<file path="config.mk">
export PLATFORM = sky130hd
export DESIGN_NAME = fetch_control_sequencer
export DESIGN_NICKNAME = d
export VERILOG_FILES = /design/src/rtl/cpu19_pkg.sv /design/src/rtl/seq_ack_watchdog.sv /design/src/rtl/fetch_control_sequencer.sv
export SDC_FILE = /design/constraint.sdc
export NUM_CORES = 1
export LEC_CHECK = 0
export CAP_MARGIN = 20
export CORE_ASPECT_RATIO = 0.6
export CORE_MARGIN = 8
export CORE_UTILIZATION = 24
export DETAILED_ROUTE_END_ITERATION = 10
export DONT_BUFFER_PORTS = 1
export SLEW_MARGIN = 10
export SYNTH_ARGS = -nofsm -noshare
export SYNTH_HDL_FRONTEND = slang
export SYNTH_SLANG_ARGS = --single-unit
</file>
<file path="constraint.sdc">
create_clock -name clk -period 1.3 [get_ports clk]
set_clock_uncertainty 0.15 [all_clocks]
set_input_delay 0.13 -clock clk [delete_from_list [all_inputs] [get_ports clk]]
set_output_delay 0.13 -clock clk [all_outputs]
set_load 0.02 [all_outputs]
</file>
<file path="src/rtl/cpu19_pkg.sv">
`default_nettype none
// ============================================================================
//  Module   : cpu19_pkg
//  Brief    : Shared widths, sequencer state encodings, AR source select
//             codes and opcode helpers for the 19-bit CPU.
//  Revision : 1.0  initial release
// ============================================================================
package cpu19_pkg;

   localparam int DATA_W = 19;
   localparam int ADDR_W = 14;
   localparam int OP_W   = 4;

   localparam logic [OP_W-1:0] HALT_OP = 4'hF;

   // Sequencer states; the encoding is visible on the debug STATE port.
   typedef enum logic [2:0] {
      S_CLEAR     = 3'd0,
      S_IDLE      = 3'd1,
      S_FETCH_AR  = 3'd2,
      S_FETCH_MEM = 3'd3,
      S_DECODE    = 3'd4,
      S_INDIRECT  = 3'd5,
      S_EXEC_WAIT = 3'd6,
      S_HALT      = 3'd7
   } seq_state_e;

   // AR source mux select codes
   localparam logic [1:0] SEL_PC  = 2'd0;
   localparam logic [1:0] SEL_IR  = 2'd1;
   localparam logic [1:0] SEL_MEM = 2'd2;

   // Opcode field lives in the top OP_W bits of the instruction word.
   function automatic logic [OP_W-1:0] ir_opcode(input logic [DATA_W-1:0] ir);
      return ir[DATA_W-1 -: OP_W];
   endfunction

endpackage
`default_nettype wire

</file>
<file path="src/rtl/seq_ack_watchdog.sv">
`default_nettype none
// ============================================================================
//  Module   : seq_ack_watchdog
//  Brief    : Counts cycles spent waiting for a memory acknowledge and flags
//             the last permitted cycle so the sequencer can abort.
//  Revision : 1.0  initial release
// ============================================================================
module seq_ack_watchdog #(
   parameter int ACK_TIMEOUT = 16
) (
   input  logic clk,
   input  logic rst,
   input  logic clr,
   input  logic en,
   output logic timeout
);

   localparam int CNT_W = (ACK_TIMEOUT > 1) ? $clog2(ACK_TIMEOUT) : 1;
   localparam logic [CNT_W-1:0] c_last = CNT_W'(ACK_TIMEOUT - 1);

   logic [CNT_W-1:0] r_count;

   // Wait counter: held at zero outside wait states, counts unacked cycles.
   always_ff @(posedge clk or posedge rst) begin
      if (rst) begin
         r_count <= '0;
      end else if (clr) begin
         r_count <= '0;
      end else if (en) begin
         r_count <= r_count + 1'b1;
      end
   end

   // Flag is raised during the final cycle an ack can still arrive in time.
   assign timeout = (r_count == c_last);

endmodule
`default_nettype wire

</file>
<file path="src/rtl/fetch_control_sequencer.sv">
`default_nettype none
// ============================================================================
//  Module   : fetch_control_sequencer
//  Brief    : Fetch/decode control sequencer driving PC/AR/IR strobes, the
//             memory read handshake and the execute-unit handoff.
//  Revision : 1.0  initial release
// ============================================================================
module fetch_control_sequencer
   import cpu19_pkg::*;
#(
   parameter int ACK_TIMEOUT = 16
) (
   input  logic              clk,
   input  logic              rst,
   input  logic              run,
   input  logic [DATA_W-1:0] ir_in,
   input  logic              mem_ack,
   input  logic              exec_done,
   input  logic              branch_taken,
   output logic              pc_load,
   output logic              pc_inc,
   output logic              pc_clr,
   output logic              ar_load,
   output logic [1:0]        ar_sel,
   output logic              ir_load,
   output logic              mem_rd,
   output logic              exec_start,
   output logic [OP_W-1:0]   opcode,
   output logic              halted,
   output logic              bus_err,
   output logic [2:0]        state
);

   seq_state_e       r_state;
   seq_state_e       w_next_state;
   logic [OP_W-1:0]  r_opcode;
   logic             r_bus_err;
   logic             w_set_err;
   logic             w_wait_state;
   logic             w_timeout;
   logic             w_unused_addr;

   // The address field is consumed by the AR datapath, not by control.
   assign w_unused_addr = ^ir_in[ADDR_W-1:0];

   assign w_wait_state = (r_state == S_FETCH_MEM) || (r_state == S_INDIRECT);

   seq_ack_watchdog #(
      .ACK_TIMEOUT (ACK_TIMEOUT)
   ) u_watchdog (
      .clk     (clk),
      .rst     (rst),
      .clr     (!w_wait_state),
      .en      (w_wait_state && !mem_ack),
      .timeout (w_timeout)
   );

   // State register
   always_ff @(posedge clk or posedge rst) begin
      if (rst) begin
         r_state <= S_CLEAR;
      end else begin
         r_state <= w_next_state;
      end
   end

   // Opcode capture at decode and sticky bus-error flag
   always_ff @(posedge clk or posedge rst) begin
      if (rst) begin
         r_opcode  <= '0;
         r_bus_err <= 1'b0;
      end else begin
         if (r_state == S_DECODE) begin
            r_opcode <= ir_opcode(ir_in);
         end
         if (w_set_err) begin
            r_bus_err <= 1'b1;
         end
      end
   end

   // Next-state and strobe decode; handshake strobes are Mealy on ack/done
   always_comb begin
      w_next_state = r_state;
      w_set_err    = 1'b0;
      pc_load      = 1'b0;
      pc_inc       = 1'b0;
      pc_clr       = 1'b0;
      ar_load      = 1'b0;
      ar_sel       = SEL_PC;
      ir_load      = 1'b0;
      mem_rd       = 1'b0;
      exec_start   = 1'b0;
      halted       = 1'b0;
      case (r_state)
         S_CLEAR: begin
            pc_clr       = 1'b1;
            w_next_state = S_IDLE;
         end
         S_IDLE: begin
            if (run) begin
               w_next_state = S_FETCH_AR;
            end
         end
         S_FETCH_AR: begin
            ar_load      = 1'b1;
            ar_sel       = SEL_PC;
            w_next_state = S_FETCH_MEM;
         end
         S_FETCH_MEM: begin
            mem_rd = 1'b1;
            // An ack on the timeout cycle still completes normally.
            if (mem_ack) begin
               ir_load      = 1'b1;
               pc_inc       = 1'b1;
               w_next_state = S_DECODE;
            end else if (w_timeout) begin
               w_set_err    = 1'b1;
               w_next_state = S_HALT;
            end
         end
         S_DECODE: begin
            if (ir_opcode(ir_in) == HALT_OP) begin
               w_next_state = S_HALT;
            end else begin
               ar_load      = 1'b1;
               ar_sel       = SEL_IR;
               w_next_state = ir_in[ADDR_W] ? S_INDIRECT : S_EXEC_WAIT;
            end
         end
         S_INDIRECT: begin
            mem_rd = 1'b1;
            ar_sel = SEL_MEM;
            if (mem_ack) begin
               ar_load      = 1'b1;
               w_next_state = S_EXEC_WAIT;
            end else if (w_timeout) begin
               w_set_err    = 1'b1;
               w_next_state = S_HALT;
            end
         end
         S_EXEC_WAIT: begin
            exec_start = 1'b1;
            if (exec_done) begin
               pc_load      = branch_taken;
               w_next_state = run ? S_FETCH_AR : S_IDLE;
            end
         end
         S_HALT: begin
            halted = 1'b1;
         end
         default: begin
            w_next_state = S_CLEAR;
         end
      endcase
   end

   assign opcode  = r_opcode;
   assign bus_err = r_bus_err;
   assign state   = r_state;

endmodule
`default_nettype wire

</file>
==> out/qor.log <==
[die] I/O pin count 43
[die] overall die width 89.2 um
[sta] Final Max Tran Viols 0
[detailed_routing] number of design rule violations left after detail routing 0
[logic_synthesis] count of synthesis-stage warnings from yosys 0
[final_layout] count of inserted antenna diode cells 0
[sta] Final Hold Slack 0.0262 ns
[cts] Worst-path clk slew 0.06 ns
[detailed_routing] number of vias per cell 4.55
[sta] # setup viols final 23
[sta] fraction of the cycle the final worst path needs 1.17
[worst_setup_path] crit path kind flip-flop to output port
[run] number of max-cap violations 0
[cts] clock insertion delay at the later pin of the skew report 0.24 ns
[pwr] register share of total power 0.229
[final_layout] Final Net Count 142
[placement] Port-buffer cells 0
[detailed_routing] first-pass iteration count of the detailed router 6
[sta] slew of the pin with the lowest slew margin 0.470 ns
[logic_synthesis] cell area after synthesis 771 um^2
[sta] top achievable clock speed 657 MHz
[placement] dpl cells 137
[final_layout] synth-to-layout area growth 74.4%
[worst_setup_path] required time worst endpoint 1.02 ns
[logic_synthesis] fraction of the yosys area taken by sequential cells 0.390
[logic_synthesis] cells after synthesis 80
[detailed_routing] antenna viol nets, final 0
[pwr] static power due to leakage 0.596 nW
[detailed_routing] routed vias 728
[pwr] proportion of power drawn by combinational gates 0.651
[worst_setup_path] critical-path cell with the highest stage delay dfrtp_2
[sta] number of hold-slack violations in the final timing report 0
[worst_setup_path] startpoint types flip-flop
[final_layout] post-layout utilization of the core 0.425
[pwr] clock share of power 0.120
[logic_synthesis] syn nets 106
[die] core box area 3160 um^2
[sta] unrepaired setup endpoints after global routing yes
[pwr] cell-internal power 0.00198 W
[global_routing] number of global-route vias before repair 773
[global_routing] overflow left after global routing 0
[cts] CTS Sinks 12
[worst_hold_path] HP Class input port to flip-flop
[cts] deepest level of the CTS H-tree 1
[placement] final weighted congestion in routability-driven placement 0.725
[pwr] ratio of total power to cell area 2500 nW/um^2
[die] overall die area 5340 um^2
[pwr] switching part of the total power 0.410
[pwr] net switching power 0.00138 W
[cts] Bufs on Longest Clock Path 2
[global_routing] number of antenna violations at the first check in global routing 0
[die] placement row count 16
[detailed_routing] Iter 0 DRT Violations 41
[global_routing] maximum number of pins on one net before global-route repair 13
[worst_setup_path] Critical Path Max Stage Delay 0.43 ns
[cts] CTS tree done
[detailed_routing] final WL 2480 um
[worst_setup_path] largest fanout of any net on the critical path 6
[final_layout] share of layout cells above drive strength 1 0.530
[logic_synthesis] average cell area after synthesis 9.63 um^2
[worst_setup_path] endpoint type of the worst setup path output port
[placement] DP HPWL 1540 um
[worst_setup_path] CP Cell Sequence nor2b_4 > and2b_4 > and2_4
[global_routing] wire length of the first global-routing pass 3920 um
[logic_synthesis] number of different library cells in the post-synthesis netlist 38
[logic_synthesis] total of flip-flops plus latches after synthesis 12
[pwr] Max VDD drop 0.593 mV
[status] result of the run finished with violations
[placement] worst slack, placed -0.131 ns
[sta] Period minus WS final 1.52 ns
[cts] number of buffers added by the clock tree synthesis step 3
[status] failing checks negative setup slack
[die] initial cell density of the core 0.244
[pwr] Pwr Total 0.00336 W
[global_routing] overall fraction of global-route tracks in use 0.0977
[sta] worst rel slew slack 0.686
[die] y dimension of the die 59.9 um
[sta] final worst-path setup slack -0.221 ns
[cts] root buffer cell clkbuf_8
[worst_setup_path] CP arrival 1.24 ns
[final_layout] number of standard cells in the final layout excluding fillers 160
[detailed_routing] detail-routed net length per standard cell 15.5 um
-- flip-flops by register name (all words and copies together), names as in the netlist --
signal              cells
state                   3
bus_err                 1
opcode                  4
u_watchdog.r_count      4
-- path summary, 6_finish.rpt --
path / startpoint / end / slack (ns) / depth (start not counted)
worst max-delay path: state[2] / ar_sel[0] / -0.22 / 3
worst min-delay path: mem_ack / state[1] / 0.03 / 3
worst max register to register: state[2] / opcode[0] / -0.19 / 4
worst min register to register: u_watchdog.r_count[3] / u_watchdog.r_count[3] / 0.46 / 2
max in group asynchronous: rst / state[2] / 0.45 / 2
min in group asynchronous: rst / bus_err / 0.20 / 2
-- Yosys cell counts (all sizes together) --
library cell,count,area share
dfrtp,12,0.39
a21o,1,0.0097
o21ai,2,0.018
and3b,2,0.023
o31ai,1,0.0097
ha,1,0.016
nand3b,1,0.0097
xor2,2,0.023
mux2i,1,0.013
o21a,1,0.0097
o221ai,1,0.011
xnor2,1,0.011
a31o,1,0.011
nand2b,4,0.032
a32o,1,0.013
a21oi,2,0.013
or2b,1,0.0097
nand3,1,0.0065
nand4,1,0.0081
o211ai,2,0.019
nor3,1,0.0065
inv,3,0.015
nand2,6,0.029
mux2,4,0.078
o21bai,1,0.0097
and2,2,0.016
and3,2,0.016
a31oi,1,0.0081
nor2,8,0.039
nor2b,3,0.034
nand4b,1,0.011
o311ai,1,0.011
and2b,2,0.023
buf,6,0.045
-- layout by cell type (no fill, tap or decap), types with 3 or more instances in the layout --
cell type and n:
dlygate4sd3_1 9, buf_6 13, nand2b_1 3, mux2_4 4, buf_4 12, dfrtp_1 9, nand2_1 3, nor2_1 5
clkbuf_8 4, dfrtp_2 3
-- power groups by stage --
stage | clock (W) | sequential (W) | combinational [W]
CTS | 0.000412 | 0.000766 | 0.00201
floorplan | 0 | 0.000771 | 0.00102
finish | 0.000405 | 0.000768 | 0.00219
global placement | 0 | 0.000767 | 0.00145
detailed placement | 0 | 0.000765 | 0.00147
global route | 0.000433 | 0.000788 | 0.00233
-- logic make-up (layout without fill, tap and decap cells) --
| kind of cell | Yosys count | after routing | synth area share |
|---|---|---|---|
| xor gates and xnor gates | 3 | 3 | 0.0341 |
| buffers and inverters | 9 | 44 | 0.0601 |
| AOI/OAI and AO/OA | 15 | 15 | 0.144 |
| adders and majority gates | 1 | 1 | 0.0162 |
| muxes | 5 | 5 | 0.0909 |
| DFF | 12 | 12 | 0.390 |
| and+or+nand+nor | 35 | 35 | 0.265 |
-- worst max-delay path: cells and delay by family, from the launching register on --
kind / cells / cell delay (ns)
and+or+nand+nor: 3 / 0.58
DFF: 1 / 0.43
-- metal layers --
metal  global-route usage  part of all wire  up-vias  wire length [um]
met5                    0                 0        -                 0
li1                     -                 -      349                 -
met3               0.0535             0.076        2               189
met4               0.0282            0.0036        0                 9
met2                0.158              0.47       12              1170
met1                0.108              0.45      365              1100
-- through the flow --
step | cell area [um^2] | setup TNS [ns]
final | 1340 | -2.99
after CTS | 1290 | -2.77
after global placement | 972 | -0.732
after detailed placement | 972 | -0.808
after floorplan | 818 | -0.847
after global routing | 1340 | -4.26
-- repair_timing --
item,4_1_cts,5_1_grt
cloned,0,0
hold buffers,9,0
pin swaps,8,4
resized for setup,27,8
setup buffers,8,2
endpoints found under the setup margin,17,24
hold endpoints to repair,23,0
-- layout make-up --
cell class | instances | area [um^2]
fillers | 294 | 1820
multi-input cells | 59 | 536
repair buffers | 37 | 382
flip-flops and latches | 12 | 304
well taps | 45 | 56.3
clock buffers | 4 | 55.1
inverters | 3 | 11.3
No activity file was read; power rests on OpenSTA's default activity.
